==> config.mk <==
export PLATFORM = sky130hd
export DESIGN_NAME = fifo_uart_tx_flat
export DESIGN_NICKNAME = d
export VERILOG_FILES = /design/src/rtl/fifo_uart_tx_if.sv /design/src/rtl/fifo_uart_tx.sv /design/src/flat_wrapper.sv
export SDC_FILE = /design/constraint.sdc
export NUM_CORES = 1
export LEC_CHECK = 0
export CAP_MARGIN = 20
export CORE_UTILIZATION = 45
export CTS_CLUSTER_SIZE = 28
export DETAILED_ROUTE_END_ITERATION = 8
export GPL_ROUTABILITY_DRIVEN = 1
export PLACE_DENSITY_LB_ADDON = 0.08
export SYNTH_ARGS = -nofsm -noshare
export SYNTH_HDL_FRONTEND = slang
export SYNTH_SLANG_ARGS = --single-unit
==> constraint.sdc <==
create_clock -name clk -period 3.2 [get_ports clk]
set_clock_uncertainty 0.2 [all_clocks]
set_input_delay 0.48 -clock clk [delete_from_list [all_inputs] [get_ports clk]]
set_output_delay 0.48 -clock clk [all_outputs]
set_load 0.1 [all_outputs]
==> src/rtl/fifo_uart_tx_if.sv <==
// Handshake between the byte FIFO / transmit control side and the UART drain stage.
// master drives enable and FIFO head signals; slave is the serialiser.
interface fifo_uart_tx_if #(
    parameter int WIDTH = 8
);
    logic             tx_enable;
    logic             fifo_empty;
    logic [WIDTH-1:0] fifo_data;
    logic             fifo_read;
    logic             tx;
    logic             busy;
    logic             frame_done;

    modport master (
        output tx_enable, fifo_empty, fifo_data,
        input  fifo_read, tx, busy, frame_done
    );

    modport slave (
        input  tx_enable, fifo_empty, fifo_data,
        output fifo_read, tx, busy, frame_done
    );
endinterface

==> src/rtl/fifo_uart_tx.sv <==
// FIFO drain stage: pops a first-word-fall-through FIFO and serialises each word
// as a UART frame (start, data LSB first, optional parity, stop bits), back-to-back.
module fifo_uart_tx #(
    parameter int WIDTH        = 8,
    parameter int CLKS_PER_BIT = 16,
    parameter int PARITY_EN    = 0,
    parameter int PARITY_ODD   = 0,
    parameter int STOP_BITS    = 1
) (
    input logic           clk,
    input logic           rst_n,
    fifo_uart_tx_if.slave bus
);
    localparam int CW = (CLKS_PER_BIT > 1) ? $clog2(CLKS_PER_BIT) : 1;
    localparam int BW = (WIDTH > 1) ? $clog2(WIDTH) : 1;

    typedef enum logic [2:0] {
        IDLE,
        START,
        DATA,
        PARITY,
        STOP
    } state_t;

    state_t           state;
    logic [CW-1:0]    baud_cnt;
    logic [BW-1:0]    bit_idx;
    logic             stop_idx;
    logic [WIDTH-1:0] shreg;
    logic             parity;

    logic          bit_end;
    logic          last_stop;
    logic          launch;
    logic [BW-1:0] next_idx;

    always_comb begin
        bit_end   = (baud_cnt == CW'(CLKS_PER_BIT - 1));
        last_stop = (state == STOP) && bit_end && (stop_idx == 1'(STOP_BITS - 1));
        // Launch from idle or in the final stop cycle so frames run with no idle gap.
        launch    = bus.tx_enable && !bus.fifo_empty && ((state == IDLE) || last_stop);
        next_idx  = bit_idx + 1'b1;
    end

    always_ff @(posedge clk or negedge rst_n) begin
        if (!rst_n) begin
            state          <= IDLE;
            baud_cnt       <= '0;
            bit_idx        <= '0;
            stop_idx       <= 1'b0;
            shreg          <= '0;
            parity         <= 1'b0;
            bus.tx         <= 1'b1;
            bus.fifo_read  <= 1'b0;
            bus.busy       <= 1'b0;
            bus.frame_done <= 1'b0;
        end else begin
            bus.fifo_read  <= 1'b0;
            bus.frame_done <= 1'b0;

            if (launch) begin
                state         <= START;
                baud_cnt      <= '0;
                bit_idx       <= '0;
                stop_idx      <= 1'b0;
                shreg         <= bus.fifo_data;
                parity        <= (^bus.fifo_data) ^ 1'(PARITY_ODD);
                bus.tx        <= 1'b0;
                bus.fifo_read <= 1'b1;
                bus.busy      <= 1'b1;
            end

            case (state)
                IDLE: ;
                START: begin
                    if (bit_end) begin
                        state    <= DATA;
                        baud_cnt <= '0;
                        bit_idx  <= '0;
                        bus.tx   <= shreg[0];
                    end else begin
                        baud_cnt <= baud_cnt + 1'b1;
                    end
                end
                DATA: begin
                    if (bit_end) begin
                        baud_cnt <= '0;
                        if (bit_idx == BW'(WIDTH - 1)) begin
                            if (PARITY_EN != 0) begin
                                state  <= PARITY;
                                bus.tx <= parity;
                            end else begin
                                state    <= STOP;
                                stop_idx <= 1'b0;
                                bus.tx   <= 1'b1;
                            end
                        end else begin
                            bit_idx <= next_idx;
                            bus.tx  <= shreg[next_idx];
                        end
                    end else begin
                        baud_cnt <= baud_cnt + 1'b1;
                    end
                end
                PARITY: begin
                    if (bit_end) begin
                        state    <= STOP;
                        baud_cnt <= '0;
                        stop_idx <= 1'b0;
                        bus.tx   <= 1'b1;
                    end else begin
                        baud_cnt <= baud_cnt + 1'b1;
                    end
                end
                STOP: begin
                    if (last_stop) begin
                        bus.frame_done <= 1'b1;
                        if (!launch) begin
                            state    <= IDLE;
                            baud_cnt <= '0;
                            bus.tx   <= 1'b1;
                            bus.busy <= 1'b0;
                        end
                    end else if (bit_end) begin
                        baud_cnt <= '0;
                        stop_idx <= 1'b1;
                    end else begin
                        baud_cnt <= baud_cnt + 1'b1;
                    end
                end
                default: state <= IDLE;
            endcase
        end
    end
endmodule

==> src/flat_wrapper.sv <==
// flat-port wrapper written by rule: the top's interface ports become plain ports
module fifo_uart_tx_flat 
#(
    parameter int WIDTH        = 8,
    parameter int CLKS_PER_BIT = 16,
    parameter int PARITY_EN    = 0,
    parameter int PARITY_ODD   = 0,
    parameter int STOP_BITS    = 1
)
  (clk, rst_n, bus_tx_enable, bus_fifo_empty, bus_fifo_data, bus_fifo_read, bus_tx, bus_busy, bus_frame_done);
  fifo_uart_tx_if #(.WIDTH(WIDTH)) bus_i ();
  input logic clk;
  input logic rst_n;
  input wire logic [$bits(bus_i.tx_enable)-1:0] bus_tx_enable;
  input wire logic [$bits(bus_i.fifo_empty)-1:0] bus_fifo_empty;
  input wire logic [$bits(bus_i.fifo_data)-1:0] bus_fifo_data;
  output wire logic [$bits(bus_i.fifo_read)-1:0] bus_fifo_read;
  output wire logic [$bits(bus_i.tx)-1:0] bus_tx;
  output wire logic [$bits(bus_i.busy)-1:0] bus_busy;
  output wire logic [$bits(bus_i.frame_done)-1:0] bus_frame_done;
  assign bus_i.tx_enable = bus_tx_enable;
  assign bus_i.fifo_empty = bus_fifo_empty;
  assign bus_i.fifo_data = bus_fifo_data;
  assign bus_fifo_read = bus_i.fifo_read;
  assign bus_tx = bus_i.tx;
  assign bus_busy = bus_i.busy;
  assign bus_frame_done = bus_i.frame_done;
  fifo_uart_tx #(.WIDTH(WIDTH), .CLKS_PER_BIT(CLKS_PER_BIT), .PARITY_EN(PARITY_EN), .PARITY_ODD(PARITY_ODD), .STOP_BITS(STOP_BITS)) u_core (.clk(clk), .rst_n(rst_n), .bus(bus_i));
endmodule
After elaboration in Yosys (flattened, before gate mapping)

Index checks and enable logic that the tools add are counted.

Flip-flop bits (word level): 23
Word-level logic and storage cells: 69

Add/subtract/negate cells: 2
Order comparisons: 1
Equal/unequal tests: 6
Multiplexer cells: 42
Bitwise logic cells: 1
Reduce and logical (&&, ||, !) cells: 8

Operator list:

| cell                                                       | count |
|---|---|
| 2-to-1 mux 3 bit                                           | 11 |
| 2-to-1 mux 1 bit                                           | 21 |
| 2-to-1 mux 4 bit                                           | 4 |
| one-hot mux 3 bit (5 select lines)                         | 1 |
| one-hot mux 4 bit (2 select lines)                         | 1 |
| == test 3 x 2 -> 1 bit, second input constant              | 2 |
| == test 3 bit, second input constant                       | 2 |
| one-hot mux 3 bit (2 select lines)                         | 1 |
| adder 4 x 1 -> 4 bit, second input constant                | 1 |
| == test 4 bit, second input constant                       | 1 |
| logical AND 1 bit                                          | 4 |
| less-than comparator 3 x 4 -> 1 bit, second input constant | 1 |
| one-hot mux 1 bit (4 select lines)                         | 1 |
| adder 3 x 1 -> 3 bit, second input constant                | 1 |
| binary-select mux 1 bit (select 3 bit)                     | 1 |
| == test 3 x 1 -> 1 bit, second input constant              | 1 |
| logical NOT 3 bit                                          | 1 |
| one-hot mux 1 bit (3 select lines)                         | 1 |
| OR reduction 3 bit                                         | 1 |
| logical NOT 1 bit                                          | 1 |
| logical OR 1 bit                                           | 1 |
| inverter 1 bit                                             | 1 |

Depth between registers and ports, before layout

Depth in word-level cells: 9
Gate-level depth with buffers: 6
Mapped depth without buffers: 6

Least setup slack after synthesis

Ideal clock, no wire load.

Path kind: input port to flip-flop
Start point: input bus_fifo_empty
End point: register u_core.shreg[0]
Library setup time: 125 ps
Data arrival time: 1519 ps
Setup slack: 1356 ps
Stages: 4
Buffers on the path: 1
Path through: nor4b_4 -> a21boi_2 -> buf_4 -> mux2_2

Word-level cells in the longest chain between the ends: 3

Ends and longest elaborated chain:

| element                         | line               | source |
|---|---|---|
| start, declared                 | flat_wrapper.sv:15 | `input wire logic [$bits(bus_i.fifo_empty)-1:0] bus_fifo_empty;` |
| logical NOT 1 bit               | fifo_uart_tx.sv:41 | `launch = bus.tx_enable && !bus.fifo_empty && ((state == IDLE) \|\| last_stop);` |
| logical AND 1 bit (2 in series) | fifo_uart_tx.sv:41 |  |
| named net u_core.launch         | fifo_uart_tx.sv:34 | `logic launch;` |
| end signal, assigned            | fifo_uart_tx.sv:66 | `shreg <= bus.fifo_data;` |
| end, declared                   | fifo_uart_tx.sv:29 | `logic [WIDTH-1:0] shreg;` |

The timed path passes the listed nets, and every way through them passes these cells.
A chain may end at the register's enable or synchronous reset.

Worst setup path in the final report

Start point: input bus_fifo_empty
End point: register u_core.shreg[7]

Word-level cells in the longest chain between the ends: 3

Ends and longest elaborated chain:

| element                         | line |
|---|---|
| logical NOT 1 bit               | fifo_uart_tx.sv:41 |
| logical AND 1 bit (2 in series) | fifo_uart_tx.sv:41 |

Every way passes these cells.

==> flow_summary.ini <==
[logic_synthesis]
synthFlopType = dfrtp_1
synth-seq-cells = 23
synth.yosys.seq_area_share_pct = 48.5
syn_nets = 120
synth_top_cell_by_area = dfrtp_1
synth_enable_flop_cells = 0
ys_types = 33
synthArstFlopShare_pct = 100
syn-cell-area_um2 = 1190
synthCells = 105
synth_warnings = 0
avgSynthCellArea_um2 = 11.3
synth_top_area_share_pct = 46.3
synthTopCellsByArea = dfrtp_1 46%, mux2_2 8.5%, mux4_1 4.4%, ha_1 3.2%, o21ai_0 2.9%

[global_routing]
grt_use_total_pct = 17.2
first_global_vias = 794
grt_first_pass_wirelength_mm = 3.52
overflow = 0
antenna_found_initial = 0
grt_max_degree = 24

[layout]
final_area_um2 = 1370
fill_cells = 228
syn2layout_area_growth_pct = 15.4
drive_above_1_share_pct = 18.3
n_antenna_cell = 0
layout.nets = 136
fin_cells = 150

[timing]
tightestPinTransition_ns = 0.624
max_freq_ghz = 0.442
rsz0062_at_grt = false
drv_slew = 0
slew_headroom_pct = 58.1
period_needed_ns = 2.26
setup_viol = 0
fin_setup_tns_ns = 0
timing.final.crit_share_pct = 70.7
hold_viol = 0

[clock_tree]
clk_pin_slew_ns = 0.13
cts.sinks = 23
ctsHtreeMaxLevel = 1
cts_resized = 0
cts_tree = done
holdBufCountCts = 0
insertion_delay_ns = 0.31
clockBufferDepth = 2
cts_made_buffers = 3
post_cts_buffers = 0
cts-root-buf = clkbuf_4

[detailed_routing]
post_drt_via_cell_ratio = 5.73
drc = 0
vias = 860
wl_per_cell_um = 15.0
ant_nets = 0
first_iter_violations = 43
routed_wl_mm = 2.25
firstDrtPassIters = 4

[run]
drv_cap = 0

[setup_path]
r2r-start = u_core.baud_cnt[0]$_DFF_PN0_
path_class = input port to register
crit_path_max_fanout = 12
arrival_ns = 2.27
max_stage_delay_ns = 0.58
startpoint = bus_fifo_empty
cp_cell_sequence = clkdlybuf4s50_1 > nor4b_4 > a21boi_2 > mux2_2
endpoint_kind = register
cp.required_ns = 3.21
worst_setup_path_start_kind = input port
slowest_stage = a21boi_2

[floorplanning]
die-area_um2 = 2850
core_region_area_um2 = 2480
ios = 16
rows = 18
dieWidth_um = 53.4
start_util_pct = 48.0
die_h_um = 53.4

[power]
p_leak_nw = 0.617
p_per_area_nw_per_um2 = 744
vdd_ir_drop_max_uv = 493

[placement]
numPortBuffers = 15
post-place-cells = 146
placed_cell_area_um2 = 1350
place_congestion = 0.848
dp_hpwl_mm = 1.61

[hold_path]
min_from = u_core.bus.busy$_DFF_PN0_
holdCritPathClass = register to register

[status]
status = finished, final reports clean
final timing paths:
kind	to	slack, ns	cells past startpoint
max in group asynchronous	u_core.bus.tx$_DFF_PN1_	2.21	2
worst min-delay path	u_core.bus.busy$_DFF_PN0_	0.30	1
worst max-delay path	u_core.shreg[7]$_DFFE_PN0P_	0.94	4
worst min register to register	u_core.bus.busy$_DFF_PN0_	0.30	1
worst max register to register	u_core.shreg[7]$_DFFE_PN0P_	0.98	4
min in group asynchronous	u_core.shreg[4]$_DFFE_PN0P_	0.31	2
synth_stat cells (3+ instances only):
cell type   n
dfrtp_1    22
o21ai_0     7
mux2_2      9
ha_1        3
o21a_1      3
a22o_1      3
a21oi_1     5
nor2b_1     3
nand2_1     8
nor2_1      7
a21o_1      3
nand3_1     4
buf_2       3
metal layers:
| metal | part of all wire, % | wire length, µm | up-vias | track usage (%) |
|---|---|---|---|---|
| met5 | 0 | 0 | - | 0 |
| met4 | 0.58 | 13 | 0 | 6.14 |
| met3 | 4.9 | 111 | 2 | 2.87 |
| met2 | 44 | 1000 | 24 | 26.3 |
| met1 | 50 | 1120 | 416 | 24.2 |
| li1 | - | - | 418 | - |
logic make-up after synthesis:
kind of cell    count (synthesis)  share of synthesized area (%)
simple gates                   32                           15.6
compound gates                 28                           15.9
flops                          23                           48.5
mux                            12                           13.8
buf+inv                         7                           3.15
fa+ha+maj                       3                           3.15
where the power goes:
part | switching [mW] | total [mW] | internal [mW] | leakage [nW]
clock network | 0.0855 | 0.132 | 0.0466 | 0.0177
registers | 0.110 | 0.502 | 0.392 | 0.286
logic | 0.206 | 0.387 | 0.181 | 0.313
placed cells by master, fill, tap and decap left out, types with 2 or more instances in the layout:
| cell | instances |
|---|---|
| and4b_1 | 2 |
| mux4_1 | 2 |
| dfrtp_1 | 22 |
| nor2_1 | 7 |
| ha_1 | 3 |
| o21ai_0 | 7 |
| a22o_1 | 3 |
| buf_4 | 5 |
| nand2_1 | 8 |
| inv_1 | 2 |
| a21oi_1 | 5 |
| a21o_1 | 3 |
| nor3_1 | 2 |
| clkbuf_4 | 3 |
| nand3_1 | 4 |
| nor2b_1 | 3 |
| clkdlybuf4s50_1 | 11 |
| o21a_1 | 3 |
| mux2_2 | 9 |
sequential cells by signal (all words and copies together), names as in the netlist:
name	count
u_core.state	3
u_core.bit_idx	3
u_core.bus.frame_done	1
u_core.shreg	8
u_core.stop_idx	1
u_core.bus.busy	1
u_core.bus.tx	1
u_core.bus.fifo_read	1
u_core.baud_cnt	4
critical path, delay by kind of cell:
family / cells / cell delay, ns
AO/OA/AOI/OAI: 1 / 0.58
buffers and inverters: 1 / 0.46
multiplexers: 1 / 0.41
AND/OR/NAND/NOR: 1 / 0.35
metrics by stage:
stage / setup WS (ns) / power (mW) / utilization (%) / hold slack (ns)
floorplan: 1.36 / 0.805 / - / -0.0156
global placement: 0.606 / 0.877 / 54.3 / 0.272
detailed placement: 0.605 / 0.892 / 54.3 / 0.267
CTS: 0.935 / 1.03 / 55.4 / 0.305
global route: 0.856 / 1.09 / 55.4 / 0.321
finish: 0.938 / 1.02 / 55.4 / 0.303
area by class of cell:
cell class / instances / area, µm² / area share (%)
clock buffers: 3 / 22.5 / 1.64
clock inverters: 1 / 5.00 / 0.365
inverters: 2 / 7.51 / 0.547
multi-input cells: 75 / 576 / 41.9
flip-flops and latches: 23 / 577 / 42.0
well taps: 30 / 37.5 / 2.73
repair buffers: 16 / 148 / 10.8
Note: power is estimated with default switching activity, not from simulation.
==> patch: new RTL, config.mk and constraints unchanged <==
`CLKS_PER_BIT` is set to 16 in 2 places; all go to 8.
--- a/src/rtl/fifo_uart_tx.sv
+++ b/src/rtl/fifo_uart_tx.sv
@@ -3,5 +3,5 @@
 module fifo_uart_tx #(
     parameter int WIDTH        = 8,
-    parameter int CLKS_PER_BIT = 16,
+    parameter int CLKS_PER_BIT = 8,
     parameter int PARITY_EN    = 0,
     parameter int PARITY_ODD   = 0,
--- a/src/flat_wrapper.sv
+++ b/src/flat_wrapper.sv
@@ -3,5 +3,5 @@
 #(
     parameter int WIDTH        = 8,
-    parameter int CLKS_PER_BIT = 16,
+    parameter int CLKS_PER_BIT = 8,
     parameter int PARITY_EN    = 0,
     parameter int PARITY_ODD   = 0,
Behaviour: not the same (Yosys sat finds a counterexample within 10 cycles, from zero or initial values and one cycle with rst_n low).
==> patch against the unedited design <==
Register-to-register slack worse by 0.22 ns. Sequential cell count down 1. Cell count down 7.3%. Area after synthesis down 4.0%. Worst hold slack worse by 0.073 ns. Routed wire length down 14%. Final area down 3.0%. Critical endpoint is now u_core.bit_idx[0]. Worst setup slack worse by 0.18 ns.
Power is not compared: it rests on default switching activity, and its combinational part moved more than twofold at a synthesized area within 25%.
==> patch: results (changes against the unedited design) <==
[global_routing]
grt_pass1_wl_mm=3.18  ; -9.6%
grt_pass1_vias=695  ; -12%
grt_max_degree=23  ; -4.2%
grt_use_total=0.163  ; -0.00933

[setup_path]
rr_endpoint=u_core.bit_idx[0]
r2r_slack_ns=0.76  ; -0.22 ns
arrival_ns=2.44  ; +0.17 ns
reg2reg_depth=6  ; +2
cp_slowest_cell=a21oi_4
crit_family=adder cells
worstPathMaxFanout=13  ; +1
slowest_delay_ns=0.43  ; -0.15 ns

[yosys]
synth-compound-area-share=0.139  ; -0.0197
synth_fa_ha_area_frac=0.0438  ; +0.0123
yosysSeqAreaShare=0.483  ; -0.00173
yosysUniqueCellTypes=35  ; +6.1%
synthMuxAreaShare=0.166  ; +0.0287

[floorplanning]
rows=17  ; -1

[place]
gp_congestion=0.739  ; -13%
dp_slack_ns=0.623  ; +0.0182 ns
dpl.hpwl_mm=1.35  ; -16%

[finish]
drive_gt1_frac=0.234  ; +0.0509
final_nets=128  ; -5.9%

[worst_hold_path]
min_path_type=in -> async

[sta]
timing.hold.ws_ns=0.230  ; -0.0731 ns
slew_headroom=0.562  ; -0.0197

[drt]
routed_wl_mm=1.94  ; -14%
vias=744  ; -13%

[outcome]
status=finished clean

-- patch: metal layers --
metal	global-route usage	up-vias	wire (um)
met1	0.227	355	966
met3	0.0348	2	70
li1	-	372	-
met5	0	-	0
met2	0.245	15	886
met4	0.0658	0	17
-- patch: cell type report --
type	instances	area (sq um)
Multi-Input combinational cell	64	528
Fill cell	209	966
Timing Repair Buffer	17	175
Inverter	4	15.0
Sequential cell	22	552
Clock buffer	4	26.3
Tap cell	28	35.0
-- patch: through the flow --
stage          area [sq um]  cells
2_1_floorplan          1140     95
3_3_place_gp           1280    134
3_5_place_dp           1280    134
4_1_cts                1300    138
5_1_grt                1330    139
6_report               1330    139
-- patch: worst max-delay path by stage --
| stage | start | endpoint | slack, ns | cells past startpoint |
|---|---|---|---|---|
| 6_report | u_core.baud_cnt[0] | u_core.bit_idx[0] | 0.76 | 6 |
| 5_1_grt | u_core.baud_cnt[0] | u_core.bit_idx[0] | 0.60 | 6 |
| 4_1_cts | u_core.baud_cnt[0] | u_core.shreg[2] | 0.74 | 5 |
| 3_5_place_dp | bus_tx_enable | u_core.shreg[2] | 0.62 | 4 |
| 3_3_place_gp | bus_tx_enable | u_core.shreg[1] | 0.64 | 4 |
| 2_1_floorplan | u_core.state[0] | u_core.shreg[0] | 1.23 | 5 |
-- patch: worst reg2reg max path, cell delays in order, from the launching register on --
cell and delay [ns]:
dfrtp_1 0.39, ha_1 0.16, ha_1 0.39, or2b_2 0.38, a21oi_4 0.43, a31oi_1 0.11
mux2_2 0.29
-- patch: cells by family (layout without fill, tap and decap cells) --
| kind of cell | count (synthesis) | count (layout) |
|---|---|---|
| buf+inv | 9 | 25 |
| compound gates | 23 | 23 |
| flops | 22 | 22 |
| simple gates | 24 | 24 |
| fa+ha+maj | 4 | 4 |
| mux | 13 | 13 |
-- patch: power by group through the flow --
| stage | Clock, W | Combinational, W | Sequential [W] |
|---|---|---|---|
| 6_report | 0.000128 | 0.0000371 | 0.000286 |
| 2_1_floorplan | 0 | 0.00000852 | 0.000294 |
| 3_3_place_gp | 0 | 0.0000331 | 0.000291 |
| 4_1_cts | 0.000134 | 0.0000337 | 0.000286 |
| 3_5_place_dp | 0 | 0.0000336 | 0.000291 |
| 5_1_grt | 0.000148 | 0.0000402 | 0.000286 |
